File: config.mk
export PLATFORM = sky130hd
export DESIGN_NAME = data_ram_arbiter
export DESIGN_NICKNAME = d
export VERILOG_FILES = /design/src/rtl/gpu_mem_pkg.sv /design/src/rtl/rr_arbiter2.sv /design/src/rtl/data_ram_arbiter.sv
export SDC_FILE = /design/constraint.sdc
export NUM_CORES = 1
export LEC_CHECK = 0
export ABC_AREA = 1
export BUFFER_PORTS_ARGS = -buffer_cell sky130_fd_sc_hd__buf_2
export CAP_MARGIN = 10
export CORE_MARGIN = 3
export CORE_UTILIZATION = 35
export DETAILED_ROUTE_END_ITERATION = 8
export PLACE_DENSITY = 0.83
export SLEW_MARGIN = 20
export SYNTH_ARGS = -nofsm -noshare
export SYNTH_HDL_FRONTEND = slang
export SYNTH_HIERARCHICAL = 1
export SYNTH_SLANG_ARGS = --single-unit
File: constraint.sdc
create_clock -name clock -period 1.3 [get_ports clock]
set_clock_uncertainty 0.15 [all_clocks]
set_input_delay 0.13 -clock clock [delete_from_list [all_inputs] [get_ports clock]]
set_output_delay 0.13 -clock clock [all_outputs]
set_load 0.01 [all_outputs]
File: src/rtl/gpu_mem_pkg.sv
// Shared types and constants for the data RAM arbitration path.
// Requester ids double as the tag carried down the read-response pipeline.
package gpu_mem_pkg;

  typedef enum logic {
    REQ_HOST = 1'b0,
    REQ_CORE = 1'b1
  } req_id_e;

  localparam int WORD_WIDTH     = 32;
  localparam int ADDRESS_WIDTH  = 16;
  localparam int RAM_ADDR_WIDTH = ADDRESS_WIDTH - 2;
  localparam int RSP_LATENCY    = 2;

  // One slot of the read-response shift register.
  typedef struct packed {
    logic    valid;
    req_id_e id;
  } rsp_tag_t;

endpackage

File: src/rtl/rr_arbiter2.sv
// Two-way round-robin grant between host and core requesters.
// Grant is combinational from the valids; last_grant only moves on an accept.
module rr_arbiter2
  import gpu_mem_pkg::*;
(
  input  logic    clock,
  input  logic    reset,
  input  logic    host_valid,
  input  logic    core_valid,
  output logic    host_grant,
  output logic    core_grant,
  output logic    accept,
  output req_id_e grant_id
);

  req_id_e last_grant;

  always_comb begin
    host_grant = 1'b0;
    core_grant = 1'b0;
    if (!reset) begin
      if (host_valid && core_valid) begin
        // Tie: the requester that did not win last time goes first.
        if (last_grant == REQ_CORE) begin
          host_grant = 1'b1;
        end else begin
          core_grant = 1'b1;
        end
      end else begin
        host_grant = host_valid;
        core_grant = core_valid;
      end
    end
  end

  assign accept   = host_grant | core_grant;
  assign grant_id = core_grant ? REQ_CORE : REQ_HOST;

  always_ff @(posedge clock) begin
    if (reset) begin
      last_grant <= REQ_CORE;
    end else if (accept) begin
      last_grant <= grant_id;
    end
  end

endmodule

File: src/rtl/data_ram_arbiter.sv
// Single arbitrated port onto the data BlockRam for the host loader and core load/store path.
// Accepted requests are registered onto the RAM pins; reads return two cycles after accept.
module data_ram_arbiter #(
  parameter int WORD_WIDTH     = gpu_mem_pkg::WORD_WIDTH,
  parameter int ADDRESS_WIDTH  = gpu_mem_pkg::ADDRESS_WIDTH,
  parameter int RAM_ADDR_WIDTH = gpu_mem_pkg::RAM_ADDR_WIDTH
) (
  input  logic                      clock,
  input  logic                      reset,
  input  logic                      core_enable,

  input  logic                      host_req_valid,
  output logic                      host_req_ready,
  input  logic                      host_req_write,
  input  logic [ADDRESS_WIDTH-1:0]  host_req_address,
  input  logic [WORD_WIDTH-1:0]     host_req_wdata,
  output logic                      host_rsp_valid,
  output logic [WORD_WIDTH-1:0]     host_rsp_data,

  input  logic                      core_req_valid,
  output logic                      core_req_ready,
  input  logic                      core_req_write,
  input  logic [ADDRESS_WIDTH-1:0]  core_req_address,
  input  logic [WORD_WIDTH-1:0]     core_req_wdata,
  output logic                      core_rsp_valid,
  output logic [WORD_WIDTH-1:0]     core_rsp_data,

  output logic [RAM_ADDR_WIDTH-1:0] ram_address,
  output logic                      ram_write,
  output logic [WORD_WIDTH-1:0]     ram_write_data,
  input  logic [WORD_WIDTH-1:0]     ram_read_data
);

  import gpu_mem_pkg::*;

  logic                     core_valid_eff;
  logic                     accept;
  req_id_e                  grant_id;
  logic                     sel_write;
  logic [ADDRESS_WIDTH-1:0] sel_address;
  logic [WORD_WIDTH-1:0]    sel_wdata;
  logic                     unused_byte_offset;
  rsp_tag_t                 rsp_pipe [RSP_LATENCY];
  rsp_tag_t                 rsp_tail;

  assign core_valid_eff = core_req_valid & core_enable;

  rr_arbiter2 u_rr_arbiter2 (
    .clock      (clock),
    .reset      (reset),
    .host_valid (host_req_valid),
    .core_valid (core_valid_eff),
    .host_grant (host_req_ready),
    .core_grant (core_req_ready),
    .accept     (accept),
    .grant_id   (grant_id)
  );

  always_comb begin
    sel_write   = host_req_write;
    sel_address = host_req_address;
    sel_wdata   = host_req_wdata;
    if (grant_id == REQ_CORE) begin
      sel_write   = core_req_write;
      sel_address = core_req_address;
      sel_wdata   = core_req_wdata;
    end
  end

  // Byte offset within the word is dropped without a misalign error.
  assign unused_byte_offset = ^sel_address[1:0];

  always_ff @(posedge clock) begin
    if (reset) begin
      ram_address    <= '0;
      ram_write      <= 1'b0;
      ram_write_data <= '0;
    end else if (accept) begin
      ram_address    <= sel_address[ADDRESS_WIDTH-1:2];
      ram_write      <= sel_write;
      ram_write_data <= sel_wdata;
    end else begin
      ram_write      <= 1'b0;
    end
  end

  // Tag shift aligned with the BlockRam's registered read data.
  always_ff @(posedge clock) begin
    if (reset) begin
      for (int i = 0; i < RSP_LATENCY; i++) begin
        rsp_pipe[i] <= '0;
      end
    end else begin
      rsp_pipe[0].valid <= accept & ~sel_write;
      rsp_pipe[0].id    <= grant_id;
      for (int i = 1; i < RSP_LATENCY; i++) begin
        rsp_pipe[i] <= rsp_pipe[i-1];
      end
    end
  end

  assign rsp_tail       = rsp_pipe[RSP_LATENCY-1];
  assign host_rsp_valid = rsp_tail.valid && (rsp_tail.id == REQ_HOST);
  assign core_rsp_valid = rsp_tail.valid && (rsp_tail.id == REQ_CORE);
  assign host_rsp_data  = host_rsp_valid ? ram_read_data : '0;
  assign core_rsp_data  = core_rsp_valid ? ram_read_data : '0;

endmodule

* Word level (Yosys, flattened, before mapping)
Memory sizes are Yosys's and may differ from the RTL's. Index checks and enable logic that the tools add are counted.
Storage, ports and cells: register bits after elaboration 48, RAM bits 4, input port bits 135, memories kept 1
Memories:
- rsp_pipe | depth 2, bits a word 2, read ports 2, clocked after Yosys merged registers in 0, wr ports 2, RTL line data_ram_arbiter.sv:43 | rsp_tag_t rsp_pipe [RSP_LATENCY];
Operators by class: multiplexer cells 18, bitwise logic cells 9, reduce and logical (&&, ||, !) cells 4
Operators by type and width (count):
- $mux W32 | 3
- $mux W16 | 1
- $mux W1 | 13
- $or A1 B1 Y1 | 4
- $logic_and A1 B1 Y1 | 3
- $not A1 Y1 | 3
- $and A1 B1 Y1 | 2
- $mux W2 | 1
- $reduce_or A2 Y1 | 1

* Logic depth before layout (Yosys ltp)
depth after elaboration 9, mapped depth 11, depth with buffers taken out 8

* Modules after synthesis
The synthesis kept the hierarchy.
Modules (own cells, without submodules):
- data_ram_arbiter | times used 1, cells each 522, area each 2886.5 um^2, sequential area each 1021.0 um^2
- rr_arbiter2 | times used 1, cells each 16, area each 86.3 um^2, sequential area each 20.0 um^2

* Worst setup path before layout
No wires, ideal clock.
kind flip-flop to flip-flop, start reg u_rr_arbiter2.last_grant, end reg ram_write_data[10], data arrival time 1.224 ns, required time 1.033 ns, path slack -0.191 ns, cell stages (with the launch flop) 10, path buffers 3, cells stage by stage dfxtp_1 -> nand2_1 -> inv_1 -> nor2_1 -> buf_4 -> buf_4 -> buf_2 -> nor2_1 -> nor2_1 -> nor2_1
On the way: cells in the longest elaborated chain, start to end 5
RTL lines:
- from (decl) | RTL line rr_arbiter2.sv:16 | req_id_e last_grant;
- from (signal assigned) | RTL line rr_arbiter2.sv:43 | last_grant <= grant_id;
- $mux W1 | RTL line rr_arbiter2.sv:24 | if (last_grant == REQ_CORE) begin
- $mux W1 | RTL line rr_arbiter2.sv:22 | if (host_valid && core_valid) begin
- $mux W1 | RTL line rr_arbiter2.sv:21 | if (!reset) begin
- named net core_req_ready | RTL line data_ram_arbiter.sv:21 | output logic core_req_ready,
- $mux W1 | RTL line rr_arbiter2.sv:37 | assign grant_id = core_grant ? REQ_CORE : REQ_HOST;
- named net grant_id | RTL line data_ram_arbiter.sv:38 | req_id_e grant_id;
- $mux W32 | RTL line data_ram_arbiter.sv:63 | if (grant_id == REQ_CORE) begin
- to (signal assigned) | RTL line data_ram_arbiter.sv:81 | ram_write_data <= sel_wdata;
- to (decl) | RTL line data_ram_arbiter.sv:30 | output logic [WORD_WIDTH-1:0] ram_write_data,
The timed path passes the listed nets, and every way through them passes these cells. A chain may end at the register's enable or synchronous reset.

==> impl_metrics.ini <==
[finish]
syn2layout_area_growth_pct = 88.9
final_common_cell = buf_2
final_cells = 942
postLayoutCellArea_mm2 = 0.00562
drive_gt1_frac = 0.445
fin_util = 0.705
final_nets = 975
antenna_cells = 0
fillerInstances = 639
mostFrequentLayoutCells = buf_2 (243), nor2_1 (183), inv_1 (88), nand2_1 (50), dfxtp_1 (49)

[clock_network]
cts_buffer_depth = 2
numClockSinks = 52
h-tree-depth = 2
cts_root_buf = clkbuf_8
clock_latency_ns = 0.29
clkSlewWorstSetupHoldPaths_ns = 0.09
cts_tree = done
tritoncts.num_buffers = 5

[timing]
maxSlewViolCount = 0
setup_violations = 110
slew_headroom = 0.821
rsz0062_at_grt = true
hold_violations = 2
worst_pin_slew_ns = 0.265
finalCritPeriodShare = 1.18
setup_slack_ns = -0.232
fmax_mhz = 653
min_period_ns = 1.53
hold_ws_ns = -0.00636
tns_ns = -14.00

[setup_path]
crit_type = register to output port
critPathMaxFanout = 8
endpoint_kind = output port
crit_path_start_kind = register
timing.critical_path.buf_inv = 4
cpPeakStageDelay_ns = 0.34
cp.arrival_ns = 1.25
path_delay_family = buffers and inverters
critPathSlowestCell = dfxtp_2
worstPathRequired_ns = 1.02
crit_chain = inv_2 -> nor2_4 -> inv_6 -> buf_12 -> nor2_1 -> buf_2

[hold_path]
hp-class = primary input to register

[pwr]
max-vdd-ir-drop_mv = 0.470
total_leakage_power_nw = 3.36
power.density_mw_per_mm2 = 694
power.total_mw = 3.90

[die]
coreArea_mm2 = 0.00797
chipHeight_um = 98.2
num_io_pins = 250
die_width_um = 98.2
start_util = 0.373
row_count = 32
die_area_mm2 = 0.00964

[placed_design]
place_ws_ns = -0.113
gp_congestion = 0.895
dp_cells = 867
port_buffers = 245
post-dp-hpwl_mm = 7.42
placed_area_mm2 = 0.00438

[yosys]
synth_top_family_by_area = simple AND/OR/NAND/NOR gates
synthMuxAreaShare = 0
synth_top_flop_cell = dfxtp_1
yosys.area_share.adder = 0
syn_area_per_cell_um2 = 5.53
synth_fp_nets = 673
async_flop_share = 0
synth_edf_count = 0
synthSimpleGateAreaFrac = 0.399
syn-instance-count = 538
synthXorXnorAreaFrac = 0
synth_compound_area_frac = 0.0791
synth_cell_types = 15
netlist_area_mm2 = 0.00297
synth_seq_area_share = 0.350
ys_warn_count = 6
ys_ff_latch = 52

[grt]
antenna_found_initial = 0
grt_overflow = 0
grt_max_degree = 48
grt_pass1_vias = 3867
grt_pass1_wl_mm = 18.6
grt_usage = 0.234

[route]
routed_via_density = 4.56
wl_mm = 12.9
drc = 0
drt_iter0_markers = 182
wl_per_cell_um = 13.7
drtPass1Iterations = 6
vias = 4299
postRouteAntennaNets = 0

[outcome]
status = finished, violations left
violations = hold timing, setup timing

[run]
maxCapViolCount = 0
-- per-layer routing --
| metal | vias to the layer above | routed length [um] | GRT usage | share of wire |
|---|---|---|---|---|
| met5 | - | 0 | 0 | 0 |
| met4 | 0 | 373 | 0.0788 | 0.029 |
| met3 | 32 | 865 | 0.0550 | 0.067 |
| met2 | 224 | 7250 | 0.468 | 0.56 |
| met1 | 1896 | 4450 | 0.232 | 0.34 |
| li1 | 2147 | - | - | - |
-- path summary, 6_finish.rpt --
kind | start | to | slack, ns | cells past startpoint
setup reg to reg | u_rr_arbiter2/last_grant$_SDFFE_PP1P_ | ram_write_data[16]$_SDFFE_PP0P_ | -0.16 | 10
hold / removal | host_req_wdata[26] | ram_write_data[26]$_SDFFE_PP0P_ | -0.006 | 5
hold reg to reg | rsp_pipe[0][1]$_SDFF_PP0_ | rsp_pipe[0][3]$_SDFF_PP0_ | 0.25 | 2
setup / recovery | rsp_pipe[0][3]$_SDFF_PP0_ | host_rsp_data[15] | -0.23 | 6
-- repair_timing --
item	CTS	global route
endpoints found under the hold margin	40	0
cloned	9	3
hold buffers	48	0
gates resized for setup	50	84
pin swaps	30	47
setup endpoints to repair	114	115
setup buffers	9	8
-- worst register-to-register path, cell delays in order (launching register included) --
cell and delay (ns):
dfxtp_2 0.34, nand2_2 0.05, inv_2 0.04, nor2_4 0.12
buf_12 0.16, buf_12 0.13, buf_16 0.15, nand2_4 0.05
nand2_2 0.05, nor2_2 0.04, nor2_1 0.11
-- synthesized netlist by cell type, types with 2 or more instances --
master / instances / area, um^2
buf_4: 4 / 30.0
clkbuf_1: 6 / 22.5
nor2_1: 208 / 781
o21ai_0: 41 / 205
nand2_1: 103 / 387
dfxtp_1: 52 / 1040
inv_1: 92 / 345
buf_2: 20 / 100
clkbuf_2: 2 / 10.0
o21ai_1: 5 / 25.0
-- area by class of cell --
class	count	area (um^2)	share of cell area
well taps	102	128	0.0227
multi-input cells	361	1700	0.303
repair buffers	327	2310	0.412
inverters	93	354	0.0631
clock buffers	6	72.6	0.0129
clock inverters	1	5.00	0.000891
flip-flops and latches	52	1040	0.186
-- power by group --
part / leakage, nW / switching [mW] / internal, mW
clock network: 0.0410 / 0.495 / 0.368
registers: 0.431 / 0.0560 / 1.72
logic: 2.89 / 0.641 / 0.618
-- sequential cells by signal, indices dropped and copies added, names as in the netlist --
name	cells
u_rr_arbiter2/last_grant	1
ram_address	14
ram_write	1
rsp_pipe	4
ram_write_data	32
-- logic make-up (layout without fill, tap and decap cells) --
kind of cell           count (synthesis)  after routing
AOI/OAI and AO/OA                     47             47
buffers and inverters                125            427
DFF                                   52             52
and+or+nand+nor                      314            314
Power figures use the tool's default switching activity.
